`config.mk`:
```
export PLATFORM = sky130hd
export DESIGN_NAME = mem_arbiter
export DESIGN_NICKNAME = d
export VERILOG_FILES = /design/src/rtl/mem_arb_pkg.sv /design/src/rtl/mem_arb_rr_arb2.sv /design/src/rtl/mem_arbiter.sv
export SDC_FILE = /design/constraint.sdc
export NUM_CORES = 1
export LEC_CHECK = 0
export CAP_MARGIN = 10
export CORE_AREA = 2 2 91 128
export CTS_CLUSTER_SIZE = 14
export DETAILED_ROUTE_END_ITERATION = 6
export DIE_AREA = 0 0 93 130
export HOLD_SLACK_MARGIN = 0.08
export PLACE_DENSITY = 0.8
export SLEW_MARGIN = 5
export SYNTH_ARGS = -nofsm -noshare
export SYNTH_HDL_FRONTEND = slang
export SYNTH_SLANG_ARGS = --single-unit
```
`constraint.sdc`:
```
create_clock -name clk -period 3.9 [get_ports clk]
set_clock_uncertainty 0.15 [all_clocks]
set_input_delay 0.585 -clock clk [delete_from_list [all_inputs] [get_ports clk]]
set_output_delay 0.585 -clock clk [all_outputs]
set_load 0.01 [all_outputs]
```
`src/rtl/mem_arb_pkg.sv`:
```
// Shared types and constants for the two-port memory arbiter.
// Requester index, FSM state encoding and latency counter sizing.
package mem_arb_pkg;

  typedef enum logic [1:0] {
    IDLE   = 2'd0,
    ACCESS = 2'd1,
    WAIT   = 2'd2,
    RESP   = 2'd3
  } state_t;

  typedef logic req_idx_t;

  localparam req_idx_t RR_RESET = 1'b1;
  localparam int       LAT_MAX  = 4;
  localparam int       CNT_W    = $clog2(LAT_MAX);

endpackage

```
`src/rtl/mem_arb_rr_arb2.sv`:
```
// Combinational two-way round-robin picker.
// On a tie the requester that was not served last wins.
module rr_arb2
  import mem_arb_pkg::*;
(
  input  logic [1:0] req,
  input  req_idx_t   rr_last,
  output logic       valid,
  output req_idx_t   winner
);

  // Pick the winner from the request pair and the last-served index
  always_comb begin
    valid  = 1'b0;
    winner = 1'b0;
    case (req)
      2'b01: begin
        valid  = 1'b1;
        winner = 1'b0;
      end
      2'b10: begin
        valid  = 1'b1;
        winner = 1'b1;
      end
      2'b11: begin
        valid  = 1'b1;
        winner = ~rr_last;
      end
      default: begin
        valid  = 1'b0;
        winner = 1'b0;
      end
    endcase
  end

endmodule

```
`src/rtl/mem_arbiter.sv`:
```
// Shares one memory port between the core (m0) and the loader/debug port (m1).
// One transaction in flight; all requester and memory outputs are registered.
module mem_arbiter
  import mem_arb_pkg::*;
#(
  parameter int ADDR_W = 16,
  parameter int WD_W   = 16,
  parameter int RD_W   = 32,
  parameter int LAT    = 1
) (
  input  logic              clk,
  input  logic              reset,
  input  logic              m0_req,
  input  logic              m0_we,
  input  logic [ADDR_W-1:0] m0_addr,
  input  logic [WD_W-1:0]   m0_wd,
  output logic              m0_gnt,
  output logic              m0_rvalid,
  output logic [RD_W-1:0]   m0_rd,
  input  logic              m1_req,
  input  logic              m1_we,
  input  logic [ADDR_W-1:0] m1_addr,
  input  logic [WD_W-1:0]   m1_wd,
  output logic              m1_gnt,
  output logic              m1_rvalid,
  output logic [RD_W-1:0]   m1_rd,
  output logic              mem_we,
  output logic [ADDR_W-1:0] mem_addr,
  output logic [WD_W-1:0]   mem_wd,
  input  logic [RD_W-1:0]   mem_rd,
  output logic              busy
);

  state_t            state_r, state_s;
  req_idx_t          rr_last_r, owner_r, winner_s;
  logic              win_valid_s, take_s, resp_s;
  logic              win_we_s, we_r;
  logic [ADDR_W-1:0] win_addr_s, addr_r;
  logic [WD_W-1:0]   win_wd_s, wd_r;
  logic [CNT_W-1:0]  cnt_r;
  logic              m0_gnt_r, m1_gnt_r, m0_rvalid_r, m1_rvalid_r;
  logic              mem_we_r, busy_r;
  logic [RD_W-1:0]   m0_rd_r, m1_rd_r;

  rr_arb2 u_pick (
    .req     ({m1_req, m0_req}),
    .rr_last (rr_last_r),
    .valid   (win_valid_s),
    .winner  (winner_s)
  );

  // Steer the winning requester's access fields
  always_comb begin
    win_we_s   = 1'b0;
    win_addr_s = {ADDR_W{1'b0}};
    win_wd_s   = {WD_W{1'b0}};
    if (winner_s == 1'b1) begin
      win_we_s   = m1_we;
      win_addr_s = m1_addr;
      win_wd_s   = m1_wd;
    end else begin
      win_we_s   = m0_we;
      win_addr_s = m0_addr;
      win_wd_s   = m0_wd;
    end
  end

  // Next-state logic; a read spends LAT cycles in WAIT before RESP
  always_comb begin
    state_s = state_r;
    case (state_r)
      IDLE: begin
        if (win_valid_s) state_s = ACCESS;
        else             state_s = IDLE;
      end
      ACCESS: begin
        if (we_r) state_s = IDLE;
        else      state_s = WAIT;
      end
      WAIT: begin
        if (cnt_r == {CNT_W{1'b0}}) state_s = RESP;
        else                        state_s = WAIT;
      end
      RESP:    state_s = IDLE;
      default: state_s = IDLE;
    endcase
  end

  assign take_s = (state_r == IDLE) && win_valid_s;
  assign resp_s = (state_r == WAIT) && (state_s == RESP);

  // State, latched request, latency counter and registered outputs
  always_ff @(posedge clk or posedge reset) begin
    if (reset) begin
      state_r     <= IDLE;
      rr_last_r   <= RR_RESET;
      owner_r     <= 1'b0;
      we_r        <= 1'b0;
      addr_r      <= {ADDR_W{1'b0}};
      wd_r        <= {WD_W{1'b0}};
      cnt_r       <= {CNT_W{1'b0}};
      m0_gnt_r    <= 1'b0;
      m1_gnt_r    <= 1'b0;
      m0_rvalid_r <= 1'b0;
      m1_rvalid_r <= 1'b0;
      m0_rd_r     <= {RD_W{1'b0}};
      m1_rd_r     <= {RD_W{1'b0}};
      mem_we_r    <= 1'b0;
      busy_r      <= 1'b0;
    end else begin
      state_r <= state_s;
      if (take_s) begin
        owner_r   <= winner_s;
        rr_last_r <= winner_s;
        we_r      <= win_we_s;
        addr_r    <= win_addr_s;
        wd_r      <= win_wd_s;
      end
      if (state_r == ACCESS) begin
        cnt_r <= CNT_W'(LAT - 1);
      end else if ((state_r == WAIT) && (cnt_r != {CNT_W{1'b0}})) begin
        cnt_r <= cnt_r - CNT_W'(1);
      end
      m0_gnt_r    <= take_s && (winner_s == 1'b0);
      m1_gnt_r    <= take_s && (winner_s == 1'b1);
      mem_we_r    <= take_s && win_we_s;
      // Read data is sampled in the last WAIT cycle and presented during RESP
      m0_rvalid_r <= resp_s && (owner_r == 1'b0);
      m1_rvalid_r <= resp_s && (owner_r == 1'b1);
      if (resp_s && (owner_r == 1'b0)) m0_rd_r <= mem_rd;
      if (resp_s && (owner_r == 1'b1)) m1_rd_r <= mem_rd;
      busy_r <= (state_s != IDLE);
    end
  end

  assign m0_gnt    = m0_gnt_r;
  assign m1_gnt    = m1_gnt_r;
  assign m0_rvalid = m0_rvalid_r;
  assign m1_rvalid = m1_rvalid_r;
  assign m0_rd     = m0_rd_r;
  assign m1_rd     = m1_rd_r;
  assign mem_we    = mem_we_r;
  assign mem_addr  = addr_r;
  assign mem_wd    = wd_r;
  assign busy      = busy_r;

endmodule
```
# --- Yosys cells after proc, flatten, opt, wreduce, memory -nomap -nowiden ---
# Cells that the tools add are included.
word_totals:
  register_bits: 109
  in_bits: 102
  output_inout_bits: 102
classes:
  addsub: 1
  n_eq_ne: 7
  mux: 11
  bitwise_logic: 3
  reduce_logical: 14
ops:
  columns: ["operator", "n"]
  rows:
  - ["$mux W16", 2]
  - ["$eq A2 B2 Y1 const B", 5]
  - ["$logic_and A1 B1 Y1", 8]
  - ["$pmux W2 S4", 1]
  - ["$mux W2", 3]
  - ["$reduce_bool A2 Y1", 3]
  - ["$eq A2 B1 Y1 const B", 2]
  - ["$logic_not A2 Y1", 2]
  - ["$mux W1", 4]
  - ["$not A1 Y1", 3]
  - ["$reduce_or A3 Y1", 1]
  - ["$pmux W1 S2", 1]
  - ["$sub A2 B1 Y2 const B", 1]

# --- Longest topological paths before layout ---
# Gate-level depths: netlist of the first run.
logic_depth:
  depth_word: 8
  ltp_mapped: 6

# --- Hierarchy ---
# A second synthesis of the first run with hierarchy kept.
hier_totals:
  hier_cells: 286
  hier_area_um2: 4683.2
modules_own_cells:
  columns: ["module", "n_inst", "cells_per_inst", "area_per_inst_um2", "seq_area_each_um2"]
  rows:
  - ["mem_arbiter", 1, 284, 4669.5, 2728.9]
  - ["rr_arb2", 1, 2, 13.8, 0.0]

# --- Least setup slack after synthesis of the first run ---
# OpenSTA, ideal clock, no wires.
synth_timing:
  kind: "reg-to-reg"
  from: "register cnt_r[0]"
  to: "register m0_rd_r[10], in the netlist m0_rd[10]"
  setup_ps: 125
  arrival_time_ps: 1596
  t_required_ps: 3625
  slack_ps: 2029
  path_stages_with_launch: 7
  path_buffers: 1
  cell_sequence: "dfrtp_1 inv_1 ha_1 nand3b_1 nor2_1 buf_2 mux2_2"
synth_between:
  elab_chain_len: 6
synth_rtl:
  columns: ["item", "line", "text"]
  rows:
  - ["start, declared", "mem_arbiter.sv:40", "logic [CNT_W-1:0] cnt_r;"]
  - ["start signal, assigned", "mem_arbiter.sv:101", "cnt_r <= {CNT_W{1'b0}};"]
  - ["start signal, assigned", "mem_arbiter.sv:120", "cnt_r <= CNT_W'(LAT - 1);"]
  - ["start signal, assigned", "mem_arbiter.sv:122", "cnt_r <= cnt_r - CNT_W'(1);"]
  - ["$logic_not A2 Y1", "mem_arbiter.sv:81", "if (cnt_r == {CNT_W{1'b0}}) state_s = RESP;"]
  - ["$mux W1", "mem_arbiter.sv:81", null]
  - ["$pmux W2 S4", "mem_arbiter.sv:71", "case (state_r)"]
  - ["$eq A2 B2 Y1", "mem_arbiter.sv:90", "assign resp_s = (state_r == WAIT) && (state_s == RESP);"]
  - ["$logic_and A1 B1 Y1", "mem_arbiter.sv:90", null]
  - ["$logic_and A1 B1 Y1", "mem_arbiter.sv:130", "if (resp_s && (owner_r == 1'b0)) m0_rd_r <= mem_rd;"]
  - ["end signal, assigned", "mem_arbiter.sv:106", "m0_rd_r <= {RD_W{1'b0}};"]
  - ["end signal, assigned", "mem_arbiter.sv:130", null]
  - ["end, declared", "mem_arbiter.sv:43", "logic [RD_W-1:0] m0_rd_r, m1_rd_r;"]
# No other way between the ends.
# A chain may end at the register's enable or synchronous reset.

# --- Worst setup path in the final report of the first run ---
layout_timing:
  from: "register cnt_r[0]"
  to: "register m0_rd_r[28], in the netlist m0_rd[28]"
# The elaborated chain is that of the path after synthesis.

==> impl_metrics.json, run 1 <==
{
  "status": "finished, final reports clean",
  "setup_slack_ns": 1.54,
  "setup_viol": 0,
  "yosys_warnings": 0,
  "final_cell_mix": "clkdlybuf4s50_1, dfrtp_1, mux2_2",
  "grt_pass1_wl_mm": 16.3,
  "cp-end-kind": "flop",
  "wl_per_cell_um": 15.7,
  "dr.pass1.iters": 4,
  "syn_nets": 426,
  "clkLatencyLatePin_ns": 0.33,
  "cts_tree": "done",
  "cts_buffers": 9,
  "syn_avg_cell_area_um2": 13.6,
  "post-dp-hpwl_mm": 7.84,
  "wirelength_mm": 10.5,
  "die_h_um": 130,
  "min_period_ns": 2.36,
  "fill_cells": 886,
  "fin_crit_sh": 0.605,
  "die_area_mm2": 0.0121,
  "nets": 624,
  "cts_htree_levels": 3,
  "cts_resized": 0,
  "p_switching_mw": 1.66,
  "io_pins": 204,
  "worst_pin_slew_ns": 0.994,
  "regArea_mm2": 0.00273,
  "cp_max_fo": 33,
  "grt_use_total": 0.172,
  "drt_iter0_markers": 85,
  "power_density_mw_per_mm2": 790,
  "hp-class": "reg2reg",
  "antenna_found_initial": 0,
  "final_common_cell": "clkdlybuf4s50_1",
  "ant_nets": 0,
  "crit_path_start_kind": "flop",
  "cts_hold_buf": 0,
  "intPower_mw": 3.74,
  "vdd_drop_max_mv": 0.515,
  "drive_above_1_share": 0.171,
  "p_leak_nw": 2.93,
  "worstPathRequired_ns": 3.96,
  "rows": 46,
  "area_growth_syn_to_layout_pct": 55.4,
  "fmax_ghz": 0.424,
  "syn_inst": 323,
  "switching_share": 0.307,
  "fin_setup_tns_ns": 0,
  "pwr-share-clk": 0.163,
  "pwr-share-comb": 0.470,
  "rsz0062_at_grt": "no",
  "io_buffers": 203,
  "cts_buffer_depth": 2,
  "antenna_cells": 0,
  "via_count": 3281,
  "worstPathArrival_ns": 2.42,
  "syn_area_mm2": 0.00440,
  "root_buffer": "clkbuf_16",
  "ys_ff_latch": 109,
  "finalWeightedCongestion": 0.763,
  "pwr-share-seq": 0.368,
  "drc": 0,
  "relSlewSlack": 0.335,
  "finalHoldViolCount": 0,
  "post_cts_buffers": 0,
  "grt_max_degree": 60,
  "grt-ovfl-total": 0,
  "cts.sinks": 109,
  "maxCapViolCount": 0,
  "seq_area_frac_synth": 0.620,
  "ys_types": 27,
  "initial_utilization": 0.398,
  "hold_ws_ns": 0.354,
  "coreArea_mm2": 0.0111,
  "grt_pass1_vias": 3358,
  "cts.clk_slew.worst_paths_ns": 0.06,
  "pre_cts_slack_ns": 1.34,
  "drv_slew": 0,
  "crit_type": "reg2reg",
  "multi_input_area_mm2": 0.00142,
  "final_util": 0.619,
  "die_x_um": 93,
  "vias_per_cell": 4.90
}
==> cell usage after synthesis (all sizes together) <==
cell | instances | area share
nor2 | 2 | 0.0017
a21oi | 2 | 0.0023
or3b | 1 | 0.0020
or2 | 1 | 0.0014
nor3b | 3 | 0.0063
a221o | 33 | 0.075
ha | 1 | 0.0028
nor3 | 33 | 0.038
dfrtp | 108 | 0.61
inv | 37 | 0.032
nand2 | 4 | 0.0034
dfstp | 1 | 0.0060
mux2 | 64 | 0.16
nand3b | 1 | 0.0017
nand2b | 1 | 0.0014
o21ai | 3 | 0.0034
a21bo | 1 | 0.0023
o21a | 1 | 0.0017
clkbuf | 6 | 0.0051
nor2b | 1 | 0.0014
a21o | 3 | 0.0051
nand4b | 1 | 0.0020
buf | 14 | 0.023
o21bai | 1 | 0.0043
==> final cells by class <==
| type | count | share of cell area |
|---|---|---|
| timing repair buffer | 207 | 0.303 |
| multi-input combinational | 157 | 0.208 |
| sequential | 109 | 0.399 |
| inverter | 37 | 0.0207 |
| tap | 144 | 0.0264 |
| clock buffer | 10 | 0.0335 |
| clock inverter | 6 | 0.00897 |
==> worst max-delay path, cell delays in order, from the launching register on <==
cell and delay [ns]:
dfrtp_1 0.41, inv_1 0.07, ha_1 0.23, nand3b_1 0.16
nor2_4 0.78, mux2_2 0.42
==> power by group through the flow <==
stage	sequential (mW)	combinational [mW]	clock [mW]
6_report	1.99	2.54	0.878
5_1_grt	2.06	2.70	0.958
4_1_cts	1.99	2.57	0.909
3_5_place_dp	2.00	2.58	0
3_3_place_gp	1.99	2.51	0
2_1_floorplan	2.22	0.994	0
==> per-stage QoR <==
step	cell area, µm²	std cells	power, mW
finish	6840	670	5.40
global route	6840	670	5.72
CTS	6840	670	5.48
detailed placement	6550	654	4.58
global placement	6550	654	4.50
floorplan	4400	323	3.22
==> state kept, by name (all words and copies together) (netlist names) <==
register	flops
m1_gnt	1
m1_rd	32
owner_r	1
we_r	1
mem_wd	16
m1_rvalid	1
m0_rvalid	1
mem_we	1
m0_gnt	1
busy	1
m0_rd	32
mem_addr	16
rr_last_r	1
state_r	2
cnt_r	2
==> final timing paths <==
| kind | slack, ns | start | end | cells past startpoint |
|---|---|---|---|---|
| worst min register to register | 0.35 | m1_rd[18] | m1_rd[18] | 1 |
| worst min-delay path | 0.35 | m1_rd[18] | m1_rd[18] | 1 |
| max in group asynchronous | 2.29 | reset | m0_rd[14] | 3 |
| worst max register to register | 1.54 | cnt_r[0] | m0_rd[28] | 5 |
| min in group asynchronous | 0.58 | reset | m1_rd[8] | 2 |
| worst max-delay path | 1.54 | cnt_r[0] | m0_rd[28] | 5 |
==> layer usage <==
| layer | track usage | part of all wire | vias up |
|---|---|---|---|
| met2 | 0.311 | 0.52 | 138 |
| met1 | 0.201 | 0.41 | 1583 |
| li1 | - | - | 1549 |
| met5 | 0 | 0 | - |
| met4 | 0.0580 | 0.012 | 0 |
| met3 | 0.0375 | 0.061 | 11 |
==> cell families (layout without fill, tap and decap cells) <==
kind of cell / Yosys count / in the layout / share of synthesized area
multiplexers: 64 / 64 / 0.164
buffers and inverters: 57 / 260 / 0.0600
adder cells (fa/ha/maj): 1 / 1 / 0.00284
AND/OR/NAND/NOR: 48 / 48 / 0.0589
AO/OA/AOI/OAI: 44 / 44 / 0.0941
flip-flops: 109 / 109 / 0.620
No activity file was read; power rests on OpenSTA's default activity.
==> run 2: changes to the inputs <==
--- a/config.mk
+++ b/config.mk
@@ -6,12 +6,12 @@
 export NUM_CORES = 1
 export LEC_CHECK = 0
 export CAP_MARGIN = 10
-export CORE_AREA = 2 2 91 128
+export CORE_AREA = 2 2 96 135
 export CTS_CLUSTER_SIZE = 14
 export DETAILED_ROUTE_END_ITERATION = 6
-export DIE_AREA = 0 0 93 130
+export DIE_AREA = 0 0 98 137
 export HOLD_SLACK_MARGIN = 0.08
-export PLACE_DENSITY = 0.8
+export PLACE_DENSITY = 0.76
 export SLEW_MARGIN = 5
 export SYNTH_ARGS = -nofsm -noshare
 export SYNTH_HDL_FRONTEND = slang
==> constraint.sdc (replaced) <==
create_clock -name clk -period 2.1 [get_ports clk]
set_clock_uncertainty 0.15 [all_clocks]
set_input_delay 0.315 -clock clk [delete_from_list [all_inputs] [get_ports clk]]
set_output_delay 0.315 -clock clk [all_outputs]
set_load 0.01 [all_outputs]
==> run 2 against run 1 <==
Effect of this change:
- sequential share of layout area fell by 0.86 points
- non-clock buffer count rose by 5
- global-route usage fell by 0.86 points
- routed wire length rose by 3.8%
- cell area rose by 2.2%
- utilization fell by 4.6 points
- maximum frequency rose by 25%
- register-to-register slack got worse by 1.3 ns
- sequential cell count did not move
- setup slack got worse by 1.3 ns
- largest cell class unchanged
- highest routed layer unchanged
==> impl_metrics.json, run 2 (synthesis results as in run 1) <==
{
  "die_h_um": 137,
  "via_count": 3373,
  "cp_max_fo": 33,
  "antenna_found_initial": 0,
  "finalHoldViolCount": 0,
  "die_area_mm2": 0.0134,
  "final_cell_mix": "clkdlybuf4s50_1, dfrtp_1, mux2_2",
  "vias_per_cell": 4.95,
  "drt_iter0_markers": 68,
  "rows": 48,
  "post_cts_buffers": 0,
  "drive_above_1_share": 0.181,
  "grt_max_degree": 110,
  "worstPathArrival_ns": 1.95,
  "grt_pass1_vias": 3669,
  "cp.depth": 6,
  "grt_use_total": 0.163,
  "coreArea_mm2": 0.0122,
  "io_buffers": 203,
  "finalWeightedCongestion": 0.744,
  "cp_top_family": "flip-flops",
  "crit_path_start_kind": "flop",
  "min_period_ns": 1.89,
  "cts_resized": 0,
  "power_density_mw_per_mm2": 1490,
  "root_buffer": "clkbuf_16",
  "worst_pin_slew_ns": 0.599,
  "fin_setup_tns_ns": 0,
  "area_growth_syn_to_layout_pct": 58.8,
  "cts_htree_levels": 3,
  "setup_viol": 0,
  "r2r_cells": 6,
  "rsz0062_at_grt": "no",
  "grt-ovfl-total": 0,
  "grt_pass1_wl_mm": 17.5,
  "post-dp-hpwl_mm": 8.00,
  "drv_slew": 0,
  "drc": 0,
  "antenna_cells": 0,
  "cts.sinks": 109,
  "vdd_drop_max_mv": 0.726,
  "fmax_ghz": 0.529,
  "maxCapViolCount": 0,
  "cpMaxStageDelayCell": "dfrtp_1",
  "cts_buffers": 9,
  "cp-end-kind": "flop",
  "clkLatencyLatePin_ns": 0.34,
  "initial_utilization": 0.361,
  "die_x_um": 98,
  "worstPathRequired_ns": 2.16,
  "wl_per_cell_um": 16.1,
  "io_pins": 204,
  "crit_chain": "inv_1 > ha_1 > nand3b_1 > nor2_4 > buf_12 > mux2_2",
  "cts.clk_slew.worst_paths_ns": 0.07,
  "p_leak_nw": 2.98,
  "cts_hold_buf": 0,
  "ant_nets": 0,
  "relSlewSlack": 0.601,
  "dr.pass1.iters": 4,
  "crit_type": "reg2reg",
  "cp_num_buf_inv": 2,
  "wirelength_mm": 10.9,
  "hp-class": "in2async",
  "cts_buffer_depth": 2,
  "nets": 629,
  "fin_crit_sh": 0.900,
  "critPathMaxStageDelay_ns": 0.41,
  "power_mw": 10.4,
  "status": "finished, final reports clean",
  "cts_tree": "done",
  "final_common_cell": "clkdlybuf4s50_1"
}
## run 2: path summary, 6_finish.rpt
path,end,from,slack [ns]
min in group clk,m1_rd[14],m1_rd[14],0.36
worst min register to register,m1_rd[14],m1_rd[14],0.36
worst max-delay path,m0_rd[14],cnt_r[0],0.21
max in group asynchronous,m1_rd[29],reset,0.99
worst min-delay path,m0_rd[7],reset,0.32
worst max register to register,m0_rd[14],cnt_r[0],0.21
## run 2: stage by stage
stage	cells	area, µm²	utilization	hold slack (ns)	worst slack [ns]
floorplan	323	4400	-	0.282	0.229
global placement	665	6650	0.546	0.334	0.151
detailed placement	665	6650	0.546	0.342	0.0641
CTS	681	6990	0.573	0.358	0.186
global route	681	6990	0.573	0.375	0.0927
finish	681	6990	0.573	0.320	0.209
## run 2: cell type report
class / count / area (µm²)
inverters: 37 / 143
well taps: 150 / 188
repair buffers: 212 / 2170
multi-input cells: 157 / 1420
clock buffers: 10 / 239
clock inverters: 6 / 92.6
flip-flops and latches: 109 / 2730
fillers: 1014 / 5210
## run 2: worst min-delay path, stage by stage
cell and delay, ns:
clkdlybuf4s50_1 0.45, clkinvlp_4 0.10, buf_12 0.40
## run 2: where the power goes
part           internal, mW  switching, mW
sequential             3.14          0.548
combinational          3.01           1.89
clock                  1.09          0.745
total                  7.24           3.18
## run 2: per-layer routing
metal | vias up | track usage | part of all wire
met5 | - | 0 | 0
met4 | 0 | 0.0602 | 0.017
met3 | 16 | 0.0449 | 0.069
met2 | 153 | 0.286 | 0.51
met1 | 1655 | 0.190 | 0.41
li1 | 1549 | - | -
==> run 3: changes to the inputs <==
--- a/config.mk
+++ b/config.mk
@@ -10,6 +10,7 @@
 export CTS_CLUSTER_SIZE = 14
 export DETAILED_ROUTE_END_ITERATION = 6
 export DIE_AREA = 0 0 98 137
+export GPL_TIMING_DRIVEN = 0
 export HOLD_SLACK_MARGIN = 0.08
 export PLACE_DENSITY = 0.76
 export SLEW_MARGIN = 5
==> run 3 against run 2 <==
Effect of this change:
- utilization stayed put
- global-route usage hardly changed
- setup slack worse by 0.063 ns
- sequential power hardly changed
- hold slack worse by 0.024 ns
- combinational power hardly changed
- clock-buffer cell count is 1 lower
- critical path depth is 1 lower
- critical path type unchanged
- largest cell class unchanged
- largest power group unchanged
- highest routed layer unchanged
==> impl_metrics.json, run 3 (synthesis results as in run 1) <==
{
  "setup_viol": 0,
  "p_switching_mw": 3.23,
  "via_count": 3432,
  "relSlewSlack": 0.495,
  "fin_crit_sh": 0.930,
  "endpoint": "m1_rd[30]",
  "root_buffer": "clkbuf_16",
  "antenna_cells": 0,
  "clkLatencyLatePin_ns": 0.33,
  "cts_tree": "done",
  "critPathMaxStageDelay_ns": 0.39,
  "pwr-share-seq": 0.359,
  "cts_buffers": 9,
  "cp_num_buf_inv": 2,
  "nets": 642,
  "grt-ovfl-total": 0,
  "die_area_mm2": 0.0134,
  "power_mw": 10.3,
  "post_cts_buffers": 0,
  "final_common_cell": "clkdlybuf4s50_1",
  "regArea_mm2": 0.00273,
  "wirelength_mm": 11.2,
  "intPower_mw": 7.09,
  "worstPathArrival_ns": 2.03,
  "coreArea_mm2": 0.0122,
  "post-dp-hpwl_mm": 8.71,
  "die_x_um": 98,
  "fin_setup_tns_ns": 0,
  "maxCapViolCount": 0,
  "grt_use_total": 0.163,
  "hp-class": "in2async",
  "crit_path_start_kind": "flop",
  "wl_per_cell_um": 16.2,
  "dr.pass1.iters": 4,
  "rsz0062_at_grt": "yes",
  "worst_pin_slew_ns": 0.756,
  "cts_hold_buf": 0,
  "p_leak_nw": 3.00,
  "grt_pass1_vias": 3570,
  "status": "finished, final reports clean",
  "r2r_setup_slack_ns": 0.15,
  "finalWeightedCongestion": 0.731,
  "cp_top_family": "buffers and inverters",
  "io_buffers": 203,
  "placed_area_mm2": 0.00666,
  "fin_cells": 694,
  "cp_max_fo": 10,
  "area_growth_syn_to_layout_pct": 58.8,
  "vdd_drop_max_mv": 0.561,
  "initial_utilization": 0.361,
  "design_area_mm2": 0.00699,
  "grt_max_degree": 41,
  "crit_type": "reg2reg",
  "placed_cells": 678,
  "antenna_found_initial": 0,
  "grt_pass1_wl_mm": 17.5,
  "cpMaxStageDelayCell": "dfrtp_1",
  "fmax_ghz": 0.512,
  "drv_slew": 0,
  "crit_chain": "inv_1 > ha_1 > nand4b_1 > buf_2 > mux2_2",
  "ant_nets": 0,
  "drc": 0,
  "multi_input_area_mm2": 0.00141,
  "finalHoldViolCount": 0,
  "pwr-share-comb": 0.474,
  "pwr-share-clk": 0.168,
  "cts.sinks": 109,
  "fill_cells": 987,
  "min_period_ns": 1.95,
  "rows": 48,
  "cts_buffer_depth": 2,
  "final_util": 0.573,
  "setup.worst_path.start": "cnt_r[0]",
  "cts_htree_levels": 3,
  "vias_per_cell": 4.95,
  "drt_iter0_markers": 89,
  "regToRegEndpoint": "m1_rd[30]",
  "worstPathRequired_ns": 2.17,
  "die_h_um": 137,
  "r2r_cells": 5,
  "switching_share": 0.313,
  "r2r-start": "cnt_r[0]",
  "io_pins": 204,
  "final_cell_mix": "clkdlybuf4s50_1, dfrtp_1, mux2_2",
  "cp.depth": 5,
  "power_density_mw_per_mm2": 1480,
  "drive_above_1_share": 0.189,
  "cp-end-kind": "flop",
  "cts.clk_slew.worst_paths_ns": 0.08
}
run 3: cell count changes in the layout (fill, tap and decap cells not counted), moves of 2 or more:
cell,delta
clkbuf_1,+6
buf_6,+4
buf_2,+4
buf_12,-4
inv_8,+2
buf_4,+3
run 3: power by group through the flow:
| stage | combinational (mW) | sequential (mW) | clock [mW] |
|---|---|---|---|
| after detailed placement | 4.94 | 3.73 | 0 |
| after CTS | 4.95 | 3.71 | 1.79 |
| after global routing | 5.20 | 3.84 | 1.86 |
| final | 4.89 | 3.70 | 1.73 |
| after floorplan | 1.85 | 4.13 | 0 |
| after global placement | 4.80 | 3.68 | 0 |
run 3: worst min-delay path by stage:
stage	slack (ns)	endpoint
after global routing	0.36	mem_wd[2]
after global placement	0.33	cnt_r[1]
after CTS	0.31	mem_wd[3]
after detailed placement	0.34	m1_rd[10]
final	0.30	mem_wd[3]
after floorplan	0.28	mem_we
run 3: area by class of cell:
class / count / share of cell area
multi-input combinational: 157 / 0.202
sequential: 109 / 0.391
clock buffer: 9 / 0.0322
tap: 150 / 0.0269
buffer: 20 / 0.0190
inverter: 37 / 0.0204
clock inverter: 7 / 0.0118
timing repair buffer: 205 / 0.297
run 3: stage by stage:
stage | hold WS [ns] | worst slack (ns)
after global placement | 0.333 | -0.659
after floorplan | 0.282 | 0.229
final | 0.296 | 0.146
after detailed placement | 0.343 | -0.168
after CTS | 0.312 | -0.0265
after global routing | 0.360 | -0.00200
run 3: what timing repair did:
item | in CTS | in global routing
pin swaps | 0 | 0
setup endpoints to repair | 29 | 29
endpoints found under the hold margin | 0 | 0
resized for setup | 1 | 7
run 3: worst reg2reg max path, stage by stage, from the launching register on:
cell	delay, ns
dfrtp_1	0.39
inv_1	0.06
ha_1	0.25
nand4b_1	0.28
buf_2	0.35
mux2_2	0.37
run 3: metal layers:
metal	routed length [µm]	global-route usage	share of wire
met5	0	0	0
met4	125	0.0563	0.011
met3	773	0.0403	0.069
met2	5950	0.291	0.53
met1	4360	0.190	0.39
